`src/rtl/div_pkg.sv`:
```
// Shared width, step count, FSM encoding and sign helper for the sequential divider.
package div_pkg;

    localparam int WIDTH = 32;
    localparam int STEPS = 32;
    localparam int CNT_W = 6;

    typedef enum logic [1:0] {
        IDLE = 2'd0,
        RUN  = 2'd1,
        DONE = 2'd2
    } state_e;

    function automatic logic [WIDTH-1:0] negate_if(input logic [WIDTH-1:0] v, input logic neg);
        return neg ? (~v + WIDTH'(1)) : v;
    endfunction

endpackage

```
`src/rtl/seq_divider_if.sv`:
```
// Request/result bundle between a divider client (master) and the divider (slave).
interface seq_divider_if;
    import div_pkg::*;

    // start is a one-cycle request taken only while busy=0 and result_ready=0;
    // there is no backpressure, a request made otherwise is dropped. result_ready
    // is a one-cycle valid for quotient/remainder/exception with no ready return.
    logic             start;
    logic [WIDTH-1:0] dividend;
    logic [WIDTH-1:0] divisor;
    logic [WIDTH-1:0] quotient;
    logic [WIDTH-1:0] remainder;
    logic             busy;
    logic             result_ready;
    logic             exception;

    modport master (
        output start, dividend, divisor,
        input  quotient, remainder, busy, result_ready, exception
    );

    modport slave (
        input  start, dividend, divisor,
        output quotient, remainder, busy, result_ready, exception
    );

endinterface

```
`src/rtl/div_step.sv`:
```
// One restoring-division step: shift in the next dividend bit, trial-subtract, keep or restore.
module div_step
    import div_pkg::*;
(
    input  logic [WIDTH:0]   rem_i,
    input  logic             shift_in_i,
    input  logic [WIDTH-1:0] divisor_i,
    output logic [WIDTH:0]   rem_o,
    output logic             q_bit_o
);

    logic [WIDTH:0] shifted;
    logic [WIDTH:0] diff;

    // The partial remainder stays below the divisor, so its top bit only acts as a guard.
    assign shifted = {rem_i[WIDTH-1:0], shift_in_i};
    assign diff    = shifted - {1'b0, divisor_i};
    assign q_bit_o = rem_i[WIDTH] | ~diff[WIDTH];
    assign rem_o   = q_bit_o ? diff : shifted;

endmodule

```
`src/rtl/seq_divider.sv`:
```
// 32-bit signed sequential divider: magnitudes through 32 restoring steps, signs fixed on the way into DONE.
module seq_divider
    import div_pkg::*;
(
    input  logic         clock,
    input  logic         reset_n,
    seq_divider_if.slave div_if,
    output state_e       dbg_state_o
);

    state_e           state_q, state_d;
    logic [CNT_W-1:0] count_q, count_d;
    logic [WIDTH-1:0] a_q, a_d;
    logic [WIDTH:0]   p_q, p_d;
    logic [WIDTH-1:0] b_q, b_d;
    logic             q_sign_q, q_sign_d;
    logic             r_sign_q, r_sign_d;
    logic             dz_q, dz_d;
    logic [WIDTH-1:0] quotient_q, quotient_d;
    logic [WIDTH-1:0] remainder_q, remainder_d;
    logic             exception_q, exception_d;

    logic [WIDTH:0]   step_rem;
    logic             step_q;
    logic [WIDTH-1:0] q_shift;

    // a_q holds the dividend magnitude on entry and fills with quotient bits from the bottom.
    div_step u_step (
        .rem_i      (p_q),
        .shift_in_i (a_q[WIDTH-1]),
        .divisor_i  (b_q),
        .rem_o      (step_rem),
        .q_bit_o    (step_q)
    );

    assign q_shift = {a_q[WIDTH-2:0], step_q};

    always_comb begin
        state_d     = state_q;
        count_d     = count_q;
        a_d         = a_q;
        p_d         = p_q;
        b_d         = b_q;
        q_sign_d    = q_sign_q;
        r_sign_d    = r_sign_q;
        dz_d        = dz_q;
        quotient_d  = quotient_q;
        remainder_d = remainder_q;
        exception_d = exception_q;

        case (state_q)
            IDLE: begin
                if (div_if.start) begin
                    a_d      = negate_if(div_if.dividend, div_if.dividend[WIDTH-1]);
                    b_d      = negate_if(div_if.divisor, div_if.divisor[WIDTH-1]);
                    q_sign_d = div_if.dividend[WIDTH-1] ^ div_if.divisor[WIDTH-1];
                    r_sign_d = div_if.dividend[WIDTH-1];
                    dz_d     = (div_if.divisor == '0);
                    p_d      = '0;
                    count_d  = '0;
                    state_d  = RUN;
                end
            end
            RUN: begin
                if (dz_q) begin
                    quotient_d  = '0;
                    remainder_d = negate_if(a_q, r_sign_q);
                    exception_d = 1'b1;
                    state_d     = DONE;
                end else begin
                    p_d     = step_rem;
                    a_d     = q_shift;
                    count_d = count_q + CNT_W'(1);
                    if (count_q == CNT_W'(STEPS - 1)) begin
                        quotient_d  = negate_if(q_shift, q_sign_q);
                        remainder_d = negate_if(step_rem[WIDTH-1:0], r_sign_q);
                        exception_d = 1'b0;
                        state_d     = DONE;
                    end
                end
            end
            DONE: begin
                state_d = IDLE;
            end
            default: begin
                state_d = IDLE;
            end
        endcase
    end

    always_ff @(posedge clock or negedge reset_n) begin
        if (!reset_n) begin
            state_q     <= IDLE;
            count_q     <= '0;
            a_q         <= '0;
            p_q         <= '0;
            b_q         <= '0;
            q_sign_q    <= 1'b0;
            r_sign_q    <= 1'b0;
            dz_q        <= 1'b0;
            quotient_q  <= '0;
            remainder_q <= '0;
            exception_q <= 1'b0;
        end else begin
            state_q     <= state_d;
            count_q     <= count_d;
            a_q         <= a_d;
            p_q         <= p_d;
            b_q         <= b_d;
            q_sign_q    <= q_sign_d;
            r_sign_q    <= r_sign_d;
            dz_q        <= dz_d;
            quotient_q  <= quotient_d;
            remainder_q <= remainder_d;
            exception_q <= exception_d;
        end
    end

    assign div_if.quotient     = quotient_q;
    assign div_if.remainder    = remainder_q;
    assign div_if.exception    = exception_q;
    assign div_if.busy         = (state_q == RUN);
    assign div_if.result_ready = (state_q == DONE);
    assign dbg_state_o         = state_q;

endmodule

```
`src/flat_wrapper.sv`:
```
// flat-port wrapper written by rule: the top's interface ports become plain ports
module seq_divider_flat import div_pkg::*;
  (clock, reset_n, dbg_state_o, div_if_start, div_if_dividend, div_if_divisor, div_if_quotient, div_if_remainder, div_if_busy, div_if_result_ready, div_if_exception);
  seq_divider_if div_if_i ();
  input  logic clock;
  input  logic reset_n;
  output state_e dbg_state_o;
  input wire logic [$bits(div_if_i.start)-1:0] div_if_start;
  input wire logic [$bits(div_if_i.dividend)-1:0] div_if_dividend;
  input wire logic [$bits(div_if_i.divisor)-1:0] div_if_divisor;
  output wire logic [$bits(div_if_i.quotient)-1:0] div_if_quotient;
  output wire logic [$bits(div_if_i.remainder)-1:0] div_if_remainder;
  output wire logic [$bits(div_if_i.busy)-1:0] div_if_busy;
  output wire logic [$bits(div_if_i.result_ready)-1:0] div_if_result_ready;
  output wire logic [$bits(div_if_i.exception)-1:0] div_if_exception;
  assign div_if_i.start = div_if_start;
  assign div_if_i.dividend = div_if_dividend;
  assign div_if_i.divisor = div_if_divisor;
  assign div_if_quotient = div_if_i.quotient;
  assign div_if_remainder = div_if_i.remainder;
  assign div_if_busy = div_if_i.busy;
  assign div_if_result_ready = div_if_i.result_ready;
  assign div_if_exception = div_if_i.exception;
  seq_divider u_core (.clock(clock), .reset_n(reset_n), .div_if(div_if_i), .dbg_state_o(dbg_state_o));
endmodule
```
`config.mk`:
```
export PLATFORM = sky130hd
export DESIGN_NAME = seq_divider_flat
export DESIGN_NICKNAME = d
export VERILOG_FILES = /design/src/rtl/div_pkg.sv /design/src/rtl/seq_divider_if.sv /design/src/rtl/div_step.sv /design/src/rtl/seq_divider.sv /design/src/flat_wrapper.sv
export SDC_FILE = /design/constraint.sdc
export NUM_CORES = 1
export LEC_CHECK = 0
export ABC_AREA = 1
export CAP_MARGIN = 20
export CORE_UTILIZATION = 45
export DETAILED_ROUTE_END_ITERATION = 6
export PLACE_DENSITY = 0.66
export SLEW_MARGIN = 40
export SYNTH_ARGS = -nofsm -noshare
export SYNTH_HDL_FRONTEND = slang
export SYNTH_SLANG_ARGS = --single-unit
```
`constraint.sdc`:
```
create_clock -name clock -period 4.04 [get_ports clock]
set_input_delay 1.01 -clock clock [delete_from_list [all_inputs] [get_ports clock]]
set_output_delay 1.01 -clock clock [all_outputs]
set_load 0.02 [all_outputs]
```
==> results.cfg <==
[status]
outcome = complete, no violations

[routing]
wl_per_cell_um = 19.7
vias = 14300
routed_wl_um = 49600
route.detailed.drc = 0
drtIter0Drc = 1504
viasPerCell = 5.66
drtPass1Iterations = 6
final_antenna_net_count = 0

[critical_path]
path_buf_inv = 2
required_ns = 4.33
crit_chain = inv_1 -> ha_1 -> fa_1 -> inv_1 -> nand2_1 -> nand2_1 -> nand3_2 -> nand2_2 -> nand2_2 -> nand2_4 -> nand2_4 -> nand2_2 -> nand2_2 -> nand3_4 -> nand2_1 -> o21ai_2 -> ha_2 -> nand3_2 -> nand2_1 -> nand2_1 -> o21ai_0 -> a21oi_1
setup.worst_path.class = reg2reg
max_stage_delay_ns = 0.52
crit_path_start_kind = flop
end_kind = flop
critPathMaxFanout = 12
crit_top_cell = nand2_1
worst_ep_arrival_time_ns = 4.03
crit_path_top_delay_cell = o21ai_0
cp_top_family = simple AND/OR/NAND/NOR gates

[place]
place_ws_ns = 0.128
place_congestion = 0.978
dp_hpwl_um = 38600
port_buffers = 135

[clock_network]
clk_latency_ns = 0.46
numCtsBuffers = 17
hold_buffers = 0
cts_tree = yes
cts.sinks = 173
cts.htree.levels = 4
clk_pin_slew_ns = 0.07
clock_path_buffers = 2
cts_root_buf = clkbuf_16

[synthesis]
syn_nets = 2112
synth_commonest_cells = nand2_1 (485), inv_1 (238), o21ai_0 (238)
ys_dominant_reg_cell = dfrtp_1
synth-seq-cells = 173
synth_top_cell_by_area = dfrtp_1
ys_types = 50
async_flop_share = 1.00
synth_edf_count = 0
synth_top_area_frac = 0.326
yosysSeqAreaShare = 0.326
yosys_warnings = 0
synth_area_leaders = dfrtp_1 (33%), nand2_1 (14%), o21ai_0 (9.0%), inv_1 (6.7%), nor2_1 (6.0%)
syn_area_sq_um = 13300
synth.most_common_cell = nand2_1
syn_inst = 2006
syn_avg_cell_area_sq_um = 6.62

[timing]
final_max_slew_viol_count = 0
tightest_slew_ns = 0.829
setup_ws_ns = 0.305
final.setup_skew_ns = 0.0184
max_freq_mhz = 268
min_period_ns = 3.74
final_hold_viol_count = 0
rsz0062_at_grt = false
fin_tns_setup_ns = 0
period_share = 0.925
relSlewSlack = 0.443
setup_viol_count_final = 0

[floorplan]
start_util = 0.460
die_area_sq_um = 30200
rows = 62
num_io_pins = 136
die_y_um = 174
core_sq_um = 28900
die_w_um = 174

[cells_and_area]
nNetsFinal = 2231
syn_to_final_growth_pct = 19.1
nFillCells = 2866
diodes = 0
drive_gt1_frac = 0.0674

[global_routing]
grt_max_degree = 104
grtUsageTotal = 0.331
grt_pass1_vias = 13400
grt_overflow = 0
grt_pass1_wl_um = 76700
antenna_found_initial = 0

[hold_path]
hp-class = in2async

[run]
drv_cap = 0
==> worst paths after layout <==
path,from,endpoint,slack [ns],cells after the start
max,u_core.a_q[31],u_core.div_if.remainder[8],0.30,22
max in group asynchronous,reset_n,u_core.q_sign_q,2.66,2
min reg2reg,u_core.div_if.quotient[9],u_core.div_if.quotient[9],0.48,2
min,reset_n,u_core.p_q[30],0.44,1
min in group clock,u_core.div_if.quotient[9],u_core.div_if.quotient[9],0.48,2
max reg2reg,u_core.a_q[31],u_core.div_if.remainder[8],0.30,22
==> cell families after synthesis <==
family / count (synthesis) / synth area share
multiplexers: 1 / 0.000754
XOR/XNOR: 68 / 0.0449
buffers and inverters: 318 / 0.0934
AO/OA/AOI/OAI: 493 / 0.206
AND/OR/NAND/NOR: 914 / 0.291
adder cells (fa/ha/maj): 39 / 0.0373
flip-flops: 173 / 0.326
==> cell type report <==
class	count	area, sq um	area share
clock buffers	19	453	0.0286
clock inverters	13	179	0.0113
inverters	246	923	0.0584
multi-input cells	1515	7770	0.491
flip-flops and latches	173	4330	0.274
well taps	384	480	0.0304
repair buffers	172	1690	0.107
==> sequential cells by signal, summed over array words and instances (netlist names) <==
register,count
u_core.a_q,32
u_core.b_q,32
u_core.count_q,6
u_core.dbg_state_o,2
u_core.div_if.exception,1
u_core.div_if.quotient,32
u_core.div_if.remainder,32
u_core.dz_q,1
u_core.p_q,33
u_core.q_sign_q,1
u_core.r_sign_q,1
==> layout by cell type, fill, tap and decap left out, types with 18 or more instances in the layout <==
| cell type | count |
|---|---|
| clkbuf_16 | 18 |
| o21ai_0 | 237 |
| nand4_1 | 22 |
| a21oi_1 | 137 |
| nor2_1 | 208 |
| clkdlybuf4s50_1 | 134 |
| nand2_1 | 484 |
| dfrtp_1 | 173 |
| xor2_1 | 57 |
| nor3_1 | 41 |
| nand3_1 | 93 |
| buf_4 | 33 |
| ha_1 | 37 |
| o211ai_1 | 20 |
| inv_1 | 238 |
==> worst register-to-register path: stages (launching register included) <==
cell and delay [ns]:
dfrtp_1 0.37, inv_1 0.10, ha_1 0.24, fa_1 0.38, inv_1 0.09, nand2_1 0.08, nand2_1 0.10, nand3_2 0.07
nand2_2 0.12, nand2_2 0.08, nand2_4 0.08, nand2_4 0.06, nand2_2 0.08, nand2_2 0.07, nand3_4 0.16, nand2_1 0.11
o21ai_2 0.11, ha_2 0.27, nand3_2 0.10, nand2_1 0.12, nand2_1 0.14, o21ai_0 0.52, a21oi_1 0.15
==> stage by stage <==
stage | utilization | std cells | hold WS [ns] | instance area, sq um
finish | 0.548 | 2522 | 0.443 | 15800
CTS | 0.545 | 2518 | 0.449 | 15700
floorplan | - | 2006 | 0.453 | 13300
global placement | 0.523 | 2486 | 0.466 | 15100
global route | 0.548 | 2522 | 0.463 | 15800
detailed placement | 0.523 | 2486 | 0.469 | 15100
==> per-layer routing <==
layer  GRT usage  vias to the layer above  wire, um
met3      0.0827                       55      4500
li1            -                     6876         -
met2       0.471                      649     20300
met4      0.0716                        0       779
met1       0.500                     6702     24100
met5           0                        -         0
==> timing repair <==
action	in CTS	in global routing
endpoints found under the hold margin	0	0
setup buffers	0	3
setup endpoints to repair	0	15
gates resized for setup	0	13
Power is not shown: default switching activity piles up to over one toggle a cycle in this logic, so the estimate is an artifact.
